**config.mk**
```make
export PLATFORM = sky130hd
export DESIGN_NAME = clock_time
export DESIGN_NICKNAME = d
export VERILOG_FILES = /design/src/rtl/clock_time_pkg.sv /design/src/rtl/frame_debounce.sv /design/src/rtl/clock_time.sv
export SDC_FILE = /design/constraint.sdc
export NUM_CORES = 1
export LEC_CHECK = 0
export BUFFER_PORTS_ARGS = -buffer_cell sky130_fd_sc_hd__buf_2
export CAP_MARGIN = 20
export CORE_MARGIN = 2
export CORE_UTILIZATION = 38
export CTS_CLUSTER_SIZE = 12
export DETAILED_ROUTE_END_ITERATION = 12
export GPL_TIMING_DRIVEN = 0
export PLACE_DENSITY = 0.66
export SLEW_MARGIN = 20
export SYNTH_ARGS = -nofsm -noshare
export SYNTH_HDL_FRONTEND = slang
export SYNTH_SLANG_ARGS = --single-unit
```
**constraint.sdc**
```tcl
create_clock -name vga_clk -period 4.4 [get_ports vga_clk]
set_clock_uncertainty 0.15 [all_clocks]
set_input_delay 0.66 -clock vga_clk [delete_from_list [all_inputs] [get_ports vga_clk]]
set_output_delay 0.66 -clock vga_clk [all_outputs]
set_load 0.05 [all_outputs]
```
**src/rtl/clock_time_pkg.sv**
```systemverilog
// Shared constants, field types and the hour-hand position helper for clock_time.
package clock_time_pkg;

    localparam int unsigned SECS_PER_MIN  = 60;
    localparam int unsigned MINS_PER_HOUR = 60;
    localparam int unsigned HOURS         = 12;
    localparam int unsigned POS_STEPS     = 60;
    localparam int unsigned HOUR_POS_STEP = 5;

    typedef logic [5:0] time6_t;
    typedef logic [3:0] hour_t;

    // Hour hand moves one step every MINS_PER_HOUR / HOUR_POS_STEP minutes.
    function automatic time6_t hour_pos_f(input hour_t h, input time6_t m);
        return ({2'b00, h} * time6_t'(HOUR_POS_STEP)) +
               (m / time6_t'(MINS_PER_HOUR / HOUR_POS_STEP));
    endfunction

endpackage

```
**src/rtl/frame_debounce.sv**
```systemverilog
// Button synchronizer plus frame-sampled debouncer; emits a one-cycle press event
// coincident with the frame_start that accepts the pressed level.
module frame_debounce #(
    parameter int unsigned DEBOUNCE_FRAMES = 3
) (
    input  logic i_clk,
    input  logic i_rst_n,
    input  logic i_frame_start,
    input  logic i_btn_n,
    output logic o_press
);

    localparam int unsigned CntW = $clog2(DEBOUNCE_FRAMES + 1);

    logic            r_sync1;
    logic            r_sync2;
    logic            r_level;
    logic [CntW-1:0] r_cnt;
    logic [CntW-1:0] w_cnt_d;
    logic            w_level_d;
    logic            w_pressed;
    logic            w_done;

    assign w_pressed = ~r_sync2;
    assign w_done    = (r_cnt == CntW'(DEBOUNCE_FRAMES - 1));

    always_comb begin
        w_cnt_d   = r_cnt;
        w_level_d = r_level;
        if (i_frame_start) begin
            if (w_pressed != r_level) begin
                if (w_done) begin
                    w_level_d = w_pressed;
                    w_cnt_d   = '0;
                end else begin
                    w_cnt_d = r_cnt + CntW'(1);
                end
            end else begin
                // Any sample matching the accepted level restarts the run.
                w_cnt_d = '0;
            end
        end
    end

    assign o_press = i_frame_start & w_pressed & ~r_level & w_done;

    always_ff @(posedge i_clk or negedge i_rst_n) begin
        if (!i_rst_n) begin
            r_sync1 <= 1'b1;
            r_sync2 <= 1'b1;
            r_level <= 1'b0;
            r_cnt   <= '0;
        end else begin
            r_sync1 <= i_btn_n;
            r_sync2 <= r_sync1;
            r_level <= w_level_d;
            r_cnt   <= w_cnt_d;
        end
    end

endmodule

```
**src/rtl/clock_time.sv**
```systemverilog
// Wall-clock timekeeper: frame-derived 1 Hz tick, set buttons, and hand positions
// that only change on the cycle after frame_start.
module clock_time
    import clock_time_pkg::*;
#(
    parameter int unsigned FRAMES_PER_SEC  = 75,
    parameter int unsigned DEBOUNCE_FRAMES = 3
) (
    input  logic   vga_clk,
    input  logic   vga_rst_n,
    input  logic   frame_start,
    input  logic   btn_min_n,
    input  logic   btn_hour_n,
    input  logic   run,
    output time6_t sec,
    output time6_t min,
    output hour_t  hour,
    output time6_t sec_pos,
    output time6_t min_pos,
    output time6_t hour_pos,
    output logic   pos_update
);

    logic [6:0] r_frame;
    logic [6:0] w_frame_d;
    time6_t     r_sec;
    time6_t     r_min;
    hour_t      r_hour;
    time6_t     w_sec_d;
    time6_t     w_min_d;
    hour_t      w_hour_d;
    time6_t     r_sec_pos;
    time6_t     r_min_pos;
    time6_t     r_hour_pos;
    logic       r_pos_update;
    logic       w_min_press;
    logic       w_hour_press;
    logic       w_tick;

    frame_debounce #(
        .DEBOUNCE_FRAMES(DEBOUNCE_FRAMES)
    ) u_db_min (
        .i_clk        (vga_clk),
        .i_rst_n      (vga_rst_n),
        .i_frame_start(frame_start),
        .i_btn_n      (btn_min_n),
        .o_press      (w_min_press)
    );

    frame_debounce #(
        .DEBOUNCE_FRAMES(DEBOUNCE_FRAMES)
    ) u_db_hour (
        .i_clk        (vga_clk),
        .i_rst_n      (vga_rst_n),
        .i_frame_start(frame_start),
        .i_btn_n      (btn_hour_n),
        .o_press      (w_hour_press)
    );

    assign w_tick = frame_start & run & (r_frame == 7'(FRAMES_PER_SEC - 1));

    always_comb begin
        w_frame_d = r_frame;
        w_sec_d   = r_sec;
        w_min_d   = r_min;
        w_hour_d  = r_hour;
        if (frame_start) begin
            // A minute press swallows any tick landing on the same strobe.
            if (w_min_press) begin
                w_min_d   = (r_min == time6_t'(MINS_PER_HOUR - 1)) ? '0 : r_min + 6'd1;
                w_sec_d   = '0;
                w_frame_d = '0;
            end else if (w_tick) begin
                w_frame_d = '0;
                if (r_sec == time6_t'(SECS_PER_MIN - 1)) begin
                    w_sec_d = '0;
                    if (r_min == time6_t'(MINS_PER_HOUR - 1)) begin
                        w_min_d  = '0;
                        w_hour_d = (r_hour == hour_t'(HOURS - 1)) ? '0 : r_hour + 4'd1;
                    end else begin
                        w_min_d = r_min + 6'd1;
                    end
                end else begin
                    w_sec_d = r_sec + 6'd1;
                end
            end else if (run) begin
                w_frame_d = r_frame + 7'd1;
            end
            // Hour press stacks on top of whatever carry the tick produced.
            if (w_hour_press) begin
                w_hour_d = (w_hour_d == hour_t'(HOURS - 1)) ? '0 : w_hour_d + 4'd1;
            end
        end
    end

    always_ff @(posedge vga_clk or negedge vga_rst_n) begin
        if (!vga_rst_n) begin
            r_frame      <= '0;
            r_sec        <= '0;
            r_min        <= '0;
            r_hour       <= '0;
            r_sec_pos    <= '0;
            r_min_pos    <= '0;
            r_hour_pos   <= '0;
            r_pos_update <= 1'b0;
        end else begin
            r_frame      <= w_frame_d;
            r_sec        <= w_sec_d;
            r_min        <= w_min_d;
            r_hour       <= w_hour_d;
            r_pos_update <= frame_start;
            if (frame_start) begin
                r_sec_pos  <= w_sec_d;
                r_min_pos  <= w_min_d;
                r_hour_pos <= hour_pos_f(w_hour_d, w_min_d);
            end
        end
    end

    assign sec        = r_sec;
    assign min        = r_min;
    assign hour       = r_hour;
    assign sec_pos    = r_sec_pos;
    assign min_pos    = r_min_pos;
    assign hour_pos   = r_hour_pos;
    assign pos_update = r_pos_update;

endmodule

```
==> metrics list, run 1 <==
- Result of the run: finished with violations
- The checks that failed: negative setup slack.
- Maximum achievable frequency: 225 MHz
- After floorplanning, the core was sized to cover 7140 um2.
- Final Slew Violations: 0
- For this run, the number of Yosys warnings is 0.
* Number of optimization iterations in the first detailed-route pass: 4
- CTS saw 52 sinks.
- Among all cell types in the netlist, the one instantiated most often is sky130_fd_sc_hd__dfrtp_1.
- Pin slew with the least headroom to its limit: 663 ps
* Count of distinct cell types in the synthesized netlist: 46
* WS Path Type: flop to flop
* Cell type contributing the most total cell area after synthesis: sky130_fd_sc_hd__dfrtp_1
- EDFF count, synth: 0
- Worst setup margin: -52.8 ps
- CTS placed an instance of sky130_fd_sc_hd__clkbuf_8 at the clock tree root.
- Clock-pin slew of the registers on the worst-case setup and hold paths: 100 ps
- The clock passes through at most 2 buffers.
- Synth Instances: 268
- Headroom to the max-slew limit came out at 55.8%.
- Synth Cell Area: 2750 um2
* Worst-path fanout max: 4
- Post-route core utilization: 48.7%
- Post-Synthesis Net Count: 292
* Antenna diode count: 0
- Switching portion of total power: 39.4%
- Ranking of synthesized cells by area: sky130_fd_sc_hd__dfrtp_1 (44%), sky130_fd_sc_hd__ha_1 (7.7%), sky130_fd_sc_hd__mux2_2 (6.1%), sky130_fd_sc_hd__nor2_1 (4.6%), sky130_fd_sc_hd__dfstp_2 (3.8%)
* Arrival time of the worst setup path: 4500 ps
- In the final layout, flip-flops and latches occupy 1310 um2.
* Post-detailed-route DRC marker count: 0
- During I/O placement, the number of pins put on the boundary was 41.
- The layout has 695 filler cells.
- Across all layers, the routed design uses 2227 vias.
- The analysis attributes to net switching a power of 637 uW.
- Number of cell rows: 31
* Number of max-cap violations: 0
- In this run the horizontal extent of the chip is 89.1 um.
* Required time reported for the critical path endpoint: 4440 ps
- The count of buffers added on input and output ports is 40.
- The internal portion of the total power is 980 uW.
* Primary flip-flop cell chosen by synthesis mapping: sky130_fd_sc_hd__dfrtp_1
- Multi-input gate area in the final layout: 1570 um2
* Layout cell share with drive strength beyond 1: 35.4%
- DRT Wirelength: 6.34 mm
- TritonCTS built the clock tree.
- The clock reaches the later pin of the worst-skew pair after 310 ps.
- Average size of a mapped cell: 10.3 um2
- Setup repair after global routing could not meet its margin everywhere.
* Finished layout cell area: 3480 um2
- In this run, flip-flops and latches consume 40.9% of the power.
* Peak supply drop: 168 uV
- The via count of the first global-routing pass is 2207.
- The final hold violation count was 0.
- Area Growth Syn to Fin: 26.5%
* Starting utilization of the core area: 38.5%
- For this design, the CTS-stage hold fixing added 0 buffers.
- Static Leakage: 0.00165 uW
- Pwr per Cell Area: 465 nW/um2
- Routed length per placed instance: 14.8 um
- The final layout contains 351 nets.
* Final weighted congestion in routability-driven placement: 0.800
- GRT Overall Usage: 17.5%
- Area after detailed placement: 3210 um2
- Type of destination of the critical path: flop
* Post-synth top area share: 43.7%
- The count of nets left with antenna violations once routing finished came out at 0.
- Residual overflow from global routing: 0
- After detailed routing, the number of vias per cell comes to 5.22.
- Portion of total power attributed to the clock network: 21.9%
* Deepest level of the CTS H-tree: 2
- Antenna violations before repair: 0
* Portion of the post-synthesis area used by sequential elements: 47.5%
* Critical path startpoint category: flop
- The worst path in the final design needs a cycle of 4450 ps, including I/O delays and setup.
- Global-route wire length before repair: 10.7 mm
* Area of the die: 7930 um2
* Detailed Place HPWL: 4.40 mm
* Kind of path behind the tightest hold check: flop to flop
* Tcrit/Tclk final: 101%
- Num CTS Buffers: 5
- Setup violations remaining at the end of the flow were counted as 1.
- Entering global routing, the biggest net connects 53 pins.
* Most instantiated cells after synthesis: sky130_fd_sc_hd__dfrtp_1 (48), sky130_fd_sc_hd__nor2_1 (34), sky130_fd_sc_hd__nand2_1 (22), sky130_fd_sc_hd__ha_1 (17), sky130_fd_sc_hd__mux2_2 (15)
* Die outline height: 89.1 um
* Combinational group share of total power: 37.2%
- The design draws 1620 uW.
* Number of violations reported at the end of detailed-routing iteration 0: 153
- After synthesis, the share of flip-flops with an asynchronous set or reset is 100%.
- Register bit count reported by yosys: 52
## area by class of cell
| cell class | count | area share, % |
|---|---|---|
| Sequential cell | 52 | 37.7 |
| Tap cell | 99 | 3.56 |
| Timing Repair Buffer | 53 | 8.71 |
| Multi-Input combinational cell | 203 | 45.1 |
| Inverter | 6 | 0.647 |
| Clock inverter | 2 | 1.12 |
| Clock buffer | 6 | 2.37 |
| Buffer | 6 | 0.791 |
## per-layer routing
| layer | share of wire (%) | GRT usage (%) | routed length, um |
|---|---|---|---|
| met1 | 45 | 22.9 | 2850 |
| met2 | 50 | 29.6 | 3150 |
| met3 | 3.7 | 3.05 | 233 |
| met4 | 1.5 | 5.29 | 97 |
| met5 | 0 | 0 | 0 |
## through the flow
step           setup slack [ps]  TNS (ps)  hold WS, ps  std cells
2_1_floorplan              -144      -144          195        268
3_3_place_gp               -717     -1080          196        407
3_5_place_dp               -721     -1160          197        407
4_1_cts                    2.34         0          212        426
5_1_grt                    -223      -223          215        427
6_report                  -52.8     -52.8          211        427
## sequential cells by signal (all words and copies together) (netlist names), 2 cells and up
signal           flops
r_frame              7
hour_pos             6
min                  6
min_pos              6
sec                  6
sec_pos              6
hour                 4
u_db_hour.r_cnt      2
u_db_min.r_cnt       2
## cells in the final DEF, fill, tap and decap left out, drive strengths merged, types with 4 or more instances in the layout
cell type,Yosys,final
buf,0,53
a31oi,5,5
nand3,4,4
nand4,5,5
and3,5,5
xor2,6,6
ha,17,17
a21oi,11,11
nor2,34,34
nand2,22,22
dfstp,4,4
inv,5,5
clkbuf,7,12
a21o,8,8
nor3,11,11
or3,5,5
mux2,15,15
o21ai,15,15
dfrtp,48,48
xnor2,4,4
## logic make-up (layout without fill, tap and decap cells)
| family | count (synthesis) | after routing | synth area share [%] |
|---|---|---|---|
| adder cells (fa/ha/maj) | 18 | 18 | 8.47 |
| flip-flops | 52 | 52 | 47.5 |
| multiplexers | 17 | 17 | 6.87 |
| XOR/XNOR | 10 | 10 | 3.19 |
| AO/OA/AOI/OAI | 54 | 54 | 12.6 |
| AND/OR/NAND/NOR | 104 | 104 | 19.6 |
| buffers and inverters | 13 | 73 | 1.82 |
## critical path: stages, from the launching register on
cell,delay [ps]
sky130_fd_sc_hd__dfrtp_1,390
sky130_fd_sc_hd__inv_1,60
sky130_fd_sc_hd__ha_2,190
sky130_fd_sc_hd__nand4bb_4,150
sky130_fd_sc_hd__or4_4,480
sky130_fd_sc_hd__o41a_1,330
sky130_fd_sc_hd__a211o_1,290
sky130_fd_sc_hd__or3_4,410
sky130_fd_sc_hd__a21o_1,210
sky130_fd_sc_hd__nand2_2,100
sky130_fd_sc_hd__ha_4,210
sky130_fd_sc_hd__ha_4,240
sky130_fd_sc_hd__ha_4,240
sky130_fd_sc_hd__a21o_1,160
sky130_fd_sc_hd__a21oi_2,160
sky130_fd_sc_hd__xor2_2,100
sky130_fd_sc_hd__nand2_1,120
sky130_fd_sc_hd__o2bb2ai_1,70
sky130_fd_sc_hd__a211o_1,280
## repair_timing
action	CTS	global route
setup buffers	12	1
cloned	0	0
pin swaps	14	0
endpoints found under the setup margin	2	1
resized for setup	11	8
## worst paths after layout
check | cells after the start | slack, ps | to | start
setup / recovery | 18 | -50 | hour_pos[5] | r_frame[0]
hold / removal | 0 | 210 | u_db_min.r_sync2 | u_db_min.r_sync1
setup reg to reg | 18 | -50 | hour_pos[5] | r_frame[0]
hold reg to reg | 0 | 210 | u_db_min.r_sync2 | u_db_min.r_sync1
max in group asynchronous | 1 | 3410 | sec[3] | vga_rst_n
min in group asynchronous | 1 | 220 | r_frame[3] | vga_rst_n
## power by group through the flow
| stage | clock network (uW) | logic (uW) | registers (uW) |
|---|---|---|---|
| floorplan | 0 | 267 | 826 |
| finish | 354 | 601 | 662 |
| CTS | 364 | 597 | 661 |
| global route | 385 | 663 | 680 |
| detailed placement | 0 | 562 | 677 |
| global placement | 0 | 541 | 674 |
Power figures use the tool's default switching activity.
==> run 2: changes to the inputs <==
--- a/config.mk
+++ b/config.mk
@@ -7,6 +7,7 @@
 export LEC_CHECK = 0
 export BUFFER_PORTS_ARGS = -buffer_cell sky130_fd_sc_hd__buf_2
 export CAP_MARGIN = 20
+export CORE_ASPECT_RATIO = 0.7
 export CORE_MARGIN = 2
 export CORE_UTILIZATION = 38
 export CTS_CLUSTER_SIZE = 12
==> metrics list, run 2 (synthesis results as in run 1) <==
- CP dominant cell by count: sky130_fd_sc_hd__ha_4
- Layout cell share with drive strength beyond 1: 34.7% (-0.72 points)
* Portion of total power attributed to the clock network: 18.9% (-3.0 points)
- TritonCTS built the clock tree.
- CP top delay family: compound AO/OA/AOI/OAI gates
* Worst-path fanout max: 6 (+2)
- Kind of path behind the tightest hold check: input pin to asynchronous set/reset pin
* Switching power: 651 uW (+2.2%)
- Port Buf Inserts: 40 (unchanged)
- Antenna diode count: 0 (unchanged)
- Arrival time of the worst setup path: 4500 ps (about the same)
- The final wirelength was 6.66 mm (+5.2%).
- Violations in the final reports: negative setup slack
- Setup violation total in the final timing report: 1 (unchanged)
* Total negative setup slack: -46.7 ps (+6.11 ps)
* Required time reported for the critical path endpoint: 4450 ps (about the same)
* Area Growth Syn to Fin: 25.0%
* Register ranked first by flip-flop count: r_frame
- Area of the die: 7940 um2 (+0.14%)
- Walking the worst path, the cells encountered are nand4b_1 > or4_4 > o41a_1 > a211o_1 > or3_4 > a21o_1 > nand2_2 > ha_4 > ha_4 > ha_4 > a21o_1 > a21oi_2 > xor2_1 > nand2_1 > o2bb2ai_1 > a211o_1.
- Tcrit/Tclk final: 101% (-0.14 points)
- Total internal power: 902 uW (-8.0%)
- The maximum single-stage delay on the critical path is 590 ps (+110 ps).
- Highest-count cells in the layout ignoring fill and taps: sky130_fd_sc_hd__dfrtp_1 (43), sky130_fd_sc_hd__buf_2 (38), sky130_fd_sc_hd__nor2_1 (34)
- Sequential group share of total power: 43.3% (+2.4 points)
* Vias: 2302 (+3.4%)
* Time the worst path needs with I/O delays and setup: 4450 ps (-6.11 ps)
- The total power divided by cell area is 452 nW/um2 (-2.8%).
* Antenna violations before repair: 0 (unchanged)
- Num CTS Buffers: 5 (unchanged)
* Setup Slack @ Placement: -726 ps (-5.22 ps)
- The switching share of total power is 41.9% (+2.5 points).
- The clock edge transition at the registers on the reported setup and hold paths came to 110 ps (about the same).
* Critical path startpoint category: flop
- Detailed Place HPWL: 4.70 mm (+6.9%)
- Routed length per placed instance: 15.8 um (+6.2%)
* Result of the run: finished with violations
- Max Buffers Root-to-Sink: 2 (unchanged)
- Crit path depth: 16 (-2)
* Deepest level of the CTS H-tree: 2 (unchanged)
* Final Hold Viols: 0 (unchanged)
- Type of destination of the critical path: flop
* Static Leakage: 0.00163 uW (-0.95%)
- RSZ-0062 raised after global routing: yes
- The setup slack after layout was -46.7 ps (+6.11 ps).
- The critical path is of the flop to flop type.
- The largest voltage drop on the vdd net came to 252 uV (+50%).
- Maximum achievable frequency: 225 MHz (+0.14%)
- Reg2Reg Depth: 16 (-2)
* Largest net degree at the start of global routing: 53 (unchanged)
* Number of violations reported at the end of detailed-routing iteration 0: 124 (-19%)
- Max FFs per register: 7 (unchanged)
* Headroom to the max-slew limit: 56.6% (+0.80 points)
- The global-route usage over all layers was 18.0% (+0.55 points).
* Final weighted congestion in routability-driven placement: 0.774 (-3.3%)
- The number of nets in the final layout was 352 (+0.28%).
- Vias in the first global route: 2190 (-0.77%)
- Worst Path Buf+Inv: 0 (-1)
* Number of max-cap violations: 0 (unchanged)
- The first-pass GRT wire length came to 11.0 mm (+3.2%).
- Core footprint: 6880 um2 (-3.6%)
- The number of antenna-violating nets in the routed design was 0 (unchanged).
- Starting utilization of the core area: 39.9% (+1.4 points)
- On the critical path, the stage with the largest delay is an instance of sky130_fd_sc_hd__or4_4.
* Clock root buffer master: sky130_fd_sc_hd__clkbuf_8
- Post-detailed-route DRC marker count: 0 (unchanged)
* Die outline height: 75.2 um (-16%)
* Residual overflow from global routing: 0 (unchanged)
- Number of cell rows: 25 (-19%)
- Final Slew Violations: 0 (unchanged)
- Clock Sink Count: 52 (unchanged)
- Combinational group share of total power: 37.8% (+0.6 points)
- Pin slew with the least headroom to its limit: 651 ps (-12.1 ps)
* Width of the chip: 106 um (+19%)
- Ports: 41 (unchanged)
- Source-to-sink clock delay at the later pin of the worst-skew pair: 320 ps (about the same)
- The routed via count divided by cell count was 5.44 (+4.3%).
- The library cell used most frequently in the layout, excluding fill and tap cells, is sky130_fd_sc_hd__dfrtp_1.
* Number of inserted filler cells in the final layout: 650 (-6.5%)
- Number of optimization iterations in the first detailed-route pass: 4 (unchanged)
run 2: layout make-up:
| cell class | instances | area (um2) | share of cell area [%] |
|---|---|---|---|
| Inverter | 6 | 22.5 | 0.655 |
| Clock inverter | 3 | 26.3 | 0.764 |
| Tap cell | 94 | 118 | 3.42 |
| Multi-Input combinational cell | 203 | 1550 | 45.2 |
| Sequential cell | 52 | 1310 | 38.2 |
| Buffer | 6 | 25.0 | 0.728 |
| Clock buffer | 5 | 68.8 | 2.00 |
| Timing Repair Buffer | 54 | 310 | 9.03 |
run 2: metal layers:
metal,vias up,wire [um],track usage (%),part of all wire [%]
met3,11,379,4.07,5.7
li1,1093,-,-,-
met2,68,2890,27.5,43
met5,-,0,0,0
met1,1130,3300,25.7,49
met4,0,93,5.85,1.4
run 2: power by group through the flow:
| stage | Clock [uW] | Sequential, uW | Combinational [uW] |
|---|---|---|---|
| floorplan | 0 | 826 | 267 |
| global placement | 0 | 674 | 551 |
| detailed placement | 0 | 678 | 563 |
| CTS | 303 | 669 | 588 |
| global route | 323 | 691 | 638 |
| finish | 294 | 672 | 586 |
run 2: stage by stage:
stage          instance area, um2  instances  power [uW]  hold WS (ps)  utilization [%]
6_report                     3440        423        1550           200             49.9
5_1_grt                      3440        423        1650           221             49.9
4_1_cts                      3410        423        1560           213             49.6
3_5_place_dp                 3200        402        1240           198             46.5
3_3_place_gp                 3200        402        1220           196             46.5
2_1_floorplan                2880        268        1090           195                -
run 2: timing repair:
action / 4_1_cts / 5_1_grt
setup buffers: 14 / 0
resized for setup: 9 / 5
pin swaps: 9 / 1
hold buffers: 0 / 0
endpoints found under the setup margin: 2 / 1
run 2: path summary, 6_finish.rpt:
check	startpoint	endpoint	slack (ps)
min in group vga_clk	u_db_min.r_sync1	u_db_min.r_sync2	210
min	vga_rst_n	r_frame[3]	200
max	r_frame[2]	hour_pos[5]	-50
min reg2reg	u_db_min.r_sync1	u_db_min.r_sync2	210
max reg2reg	r_frame[2]	hour_pos[5]	-50
max in group asynchronous	vga_rst_n	sec[3]	3410
==> run 3: changes to the inputs <==
--- a/config.mk
+++ b/config.mk
@@ -8,12 +8,13 @@
 export BUFFER_PORTS_ARGS = -buffer_cell sky130_fd_sc_hd__buf_2
 export CAP_MARGIN = 20
 export CORE_ASPECT_RATIO = 0.7
-export CORE_MARGIN = 2
+export CORE_MARGIN = 3
 export CORE_UTILIZATION = 38
 export CTS_CLUSTER_SIZE = 12
 export DETAILED_ROUTE_END_ITERATION = 12
 export GPL_TIMING_DRIVEN = 0
 export PLACE_DENSITY = 0.66
+export SETUP_SLACK_MARGIN = 0.05
 export SLEW_MARGIN = 20
 export SYNTH_ARGS = -nofsm -noshare
 export SYNTH_HDL_FRONTEND = slang
==> metrics list, run 3 (synthesis results as in run 1) <==
* Ratio of routed vias to standard cells: 5.26 (-3.4%)
- The largest net degree at the start of global routing is 53 (unchanged).
- STA classifies the critical path startpoint as an input pin.
* Clock-pin slew of the registers on the worst-case setup and hold paths: 100 ps (about the same)
- The normalized max-slew margin was 55.5% (-1.1 points).
- Area Growth Syn to Fin: 32.2%
- The number of top-level design ports came to 41 (unchanged).
- In this run the worst setup path begins at frame_start.
- The final hold violation count came to 0 (unchanged).
* Cells after DPL: 402 (unchanged)
- The share of post-route cells with drive strength above 1 came to 39.5% (+4.8 points).
* DRT Wirelength: 7.09 mm (+6.4%)
- Hold_sp: u_db_hour.r_sync1
- Critical R2R Launch: r_frame[2]
* GRT Overall Usage: 17.4% (-0.63 points)
- Pin slew with the least headroom to its limit: 668 ps (+16.7 ps)
- Routed length per placed instance: 16.1 um (+2.1%)
* Final Net Count: 370 (+5.1%)
- The initial antenna violation count came to 0 (unchanged).
- Required time reported for the critical path endpoint: 4500 ps (+50 ps)
* Result of the run: finished with violations
- Series of cell instances along the critical path: buf_6 > buf_8 > nand4b_1 > or4_4 > buf_4 > nor4_4 > mux2i_2 > a311oi_2 > a21o_1 > buf_4 > ha_1 > ha_2 > fa_2 > a21o_1 > a21oi_2 > xor2_1 > nand2_1 > a211oi_2 > a211o_1
- Final standard cell count with taps included and fillers excluded: 441 (+4.3%)
* Deepest level of the CTS H-tree: 2 (unchanged)
- Ranked by flip-flop count, first place goes to r_frame.
- WS Path Type: input pin to flop
- The critical path arrival is 4780 ps (+280 ps).
- The largest voltage drop on the vdd net was 210 uV (-17%).
- The detailed router's first-iteration violation count was 101 (-19%).
- The setup slack after layout is -281 ps (-235 ps).
* Source-to-sink clock delay at the later pin of the worst-skew pair: 310 ps (about the same)
- Antenna diode count: 0 (unchanged)
- Number of optimization iterations in the first detailed-route pass: 5 (+1)
* Clock Sink Count: 52 (unchanged)
* Switching portion of total power: 41.1% (-0.78 points)
- Vias: 2318 (+0.70%)
- Num CTS Buffers: 5 (unchanged)
* Area of the die: 8310 um2 (+4.6%)
- Kind of path behind the tightest hold check: flop to flop
- Final Slew Violations: 0 (unchanged)
- TritonCTS built the clock tree.
* Starting utilization of the core area: 39.9% (unchanged)
- The leakage power of the design came to 0.00173 uW (+6.1%).
- The power dissipated by switching net loads is 664 uW (+2.1%).
* Setup violation total in the final timing report: 1 (unchanged)
- Die outline height: 77.2 um (+2.7%)
- The global placer's final weighted congestion came to 0.775 (about the same).
- Global-route wire length before repair: 11.4 mm (+3.1%)
- The maximum single-stage delay on the critical path is 590 ps (about the same).
* Max stage delay cell, worst path: sky130_fd_sc_hd__or4_4
- Maximum achievable frequency: 214 MHz (-5.0%)
* Max Buffers Root-to-Sink: 2 (unchanged)
- Number of cell rows: 25 (unchanged)
* Total internal power: 950 uW (+5.4%)
* Core footprint: 6880 um2 (unchanged)
- Detailed Place HPWL: 4.77 mm (+1.6%)
- In the layout the commonest cells are sky130_fd_sc_hd__dfrtp_1 (43), sky130_fd_sc_hd__buf_2 (38), sky130_fd_sc_hd__nor2_1 (33).
* Sequential group share of total power: 41.5% (-1.8 points)
* Post-detailed-route DRC marker count: 0 (unchanged)
* Time the worst path needs with I/O delays and setup: 4680 ps (+235 ps)
* Tcrit/Tclk final: 106% (+5.3 points)
- Residual overflow from global routing: 0 (unchanged)
- Width of the chip: 108 um (+1.9%)
* RSZ-0062 raised after global routing: yes
- The via count of the first global-routing pass came to 2238 (+2.2%).
- The maximum fanout along the worst path came to 5 (-1).
* Portion of total power attributed to the clock network: 17.4% (-1.5 points)
- The final reports fail on negative setup slack.
- The portion of total power attributed to combinational logic is 41.1% (+3.3 points).
- Number of nets still failing antenna checks after routing: 0 (unchanged)
- The max-cap violation count came to 0 (unchanged).
- Port Buf Inserts: 40 (unchanged)
* Max FFs per register: 7 (unchanged)
- The share of the core filled with cells in the final layout was 52.8% (+2.9 points).
- In this run the clock root is driven by a sky130_fd_sc_hd__clkbuf_8.
- Pwr per Cell Area: 444 nW/um2 (-1.6%)
- Type of destination of the critical path: flop
- The library cell used most frequently in the layout, excluding fill and tap cells, is sky130_fd_sc_hd__dfrtp_1.
- The final-layout setup total negative slack is -281 ps (-235 ps).
-- run 3: cell count changes in the layout (fill, tap and decap cells not counted), sizes merged --
cell,previous run,this run
clkbuf,11,12
buf,54,72
clkinv,1,2
clkinvlp,2,0
-- run 3: critical path: cells and delay by family --
family                     cells  cell delay [ps]
and+or+nand+nor                4             1190
buffers and inverters          4              510
AOI/OAI and AO/OA              6             1110
muxes                          1              310
xor gates and xnor gates       1              210
adders and majority gates      3              770
-- run 3: through the flow --
stage               hold WS [ps]  setup WS, ps  total power [uW]  instance area, um2
floorplan                    195          -144              1090                2880
global route                 214          -476              1720                3630
finish                       211          -281              1610                3630
global placement             196          -666              1220                3200
CTS                          212          -126              1540                3410
detailed placement           197          -775              1240                3200
-- run 3: final cells by class --
cell class	count	area (um2)
Clock inverter	2	13.8
Clock buffer	6	72.6
Sequential cell	52	1310
Inverter	6	22.5
Multi-Input combinational cell	203	1610
Timing Repair Buffer	71	445
Buffer	7	40.0
Fill cell	658	3250
Tap cell	94	118
-- run 3: worst paths after layout --
| check | slack, ps | cells past startpoint | end |
|---|---|---|---|
| worst min-delay path | 210 | 0 | u_db_hour.r_sync2 |
| min in group asynchronous | 220 | 1 | r_frame[3] |
| max in group asynchronous | 3390 | 1 | sec[4] |
| worst min register to register | 210 | 0 | u_db_hour.r_sync2 |
| worst max-delay path | -280 | 19 | hour_pos[5] |
| worst max register to register | -280 | 17 | hour_pos[5] |
-- run 3: what timing repair did --
item,CTS,global route
setup buffers,14,17
endpoints found under the setup margin,3,3
endpoints found under the hold margin,0,0
pin swaps,16,20
gates resized for setup,5,20
hold buffers,0,0
-- run 3: power by group through the flow --
stage	Sequential, uW	Combinational [uW]	Clock [uW]
global route	689	720	313
detailed placement	678	559	0
floorplan	826	267	0
CTS	669	584	287
finish	670	663	281
global placement	675	550	0
-- run 3: metal layers --
| metal | wire length, um | vias to the layer above | track usage [%] |
|---|---|---|---|
| li1 | - | 1131 | - |
| met1 | 3490 | 1135 | 26.4 |
| met2 | 3160 | 39 | 25.1 |
| met3 | 348 | 13 | 3.95 |
| met4 | 93 | 0 | 3.91 |
| met5 | 0 | - | 0 |
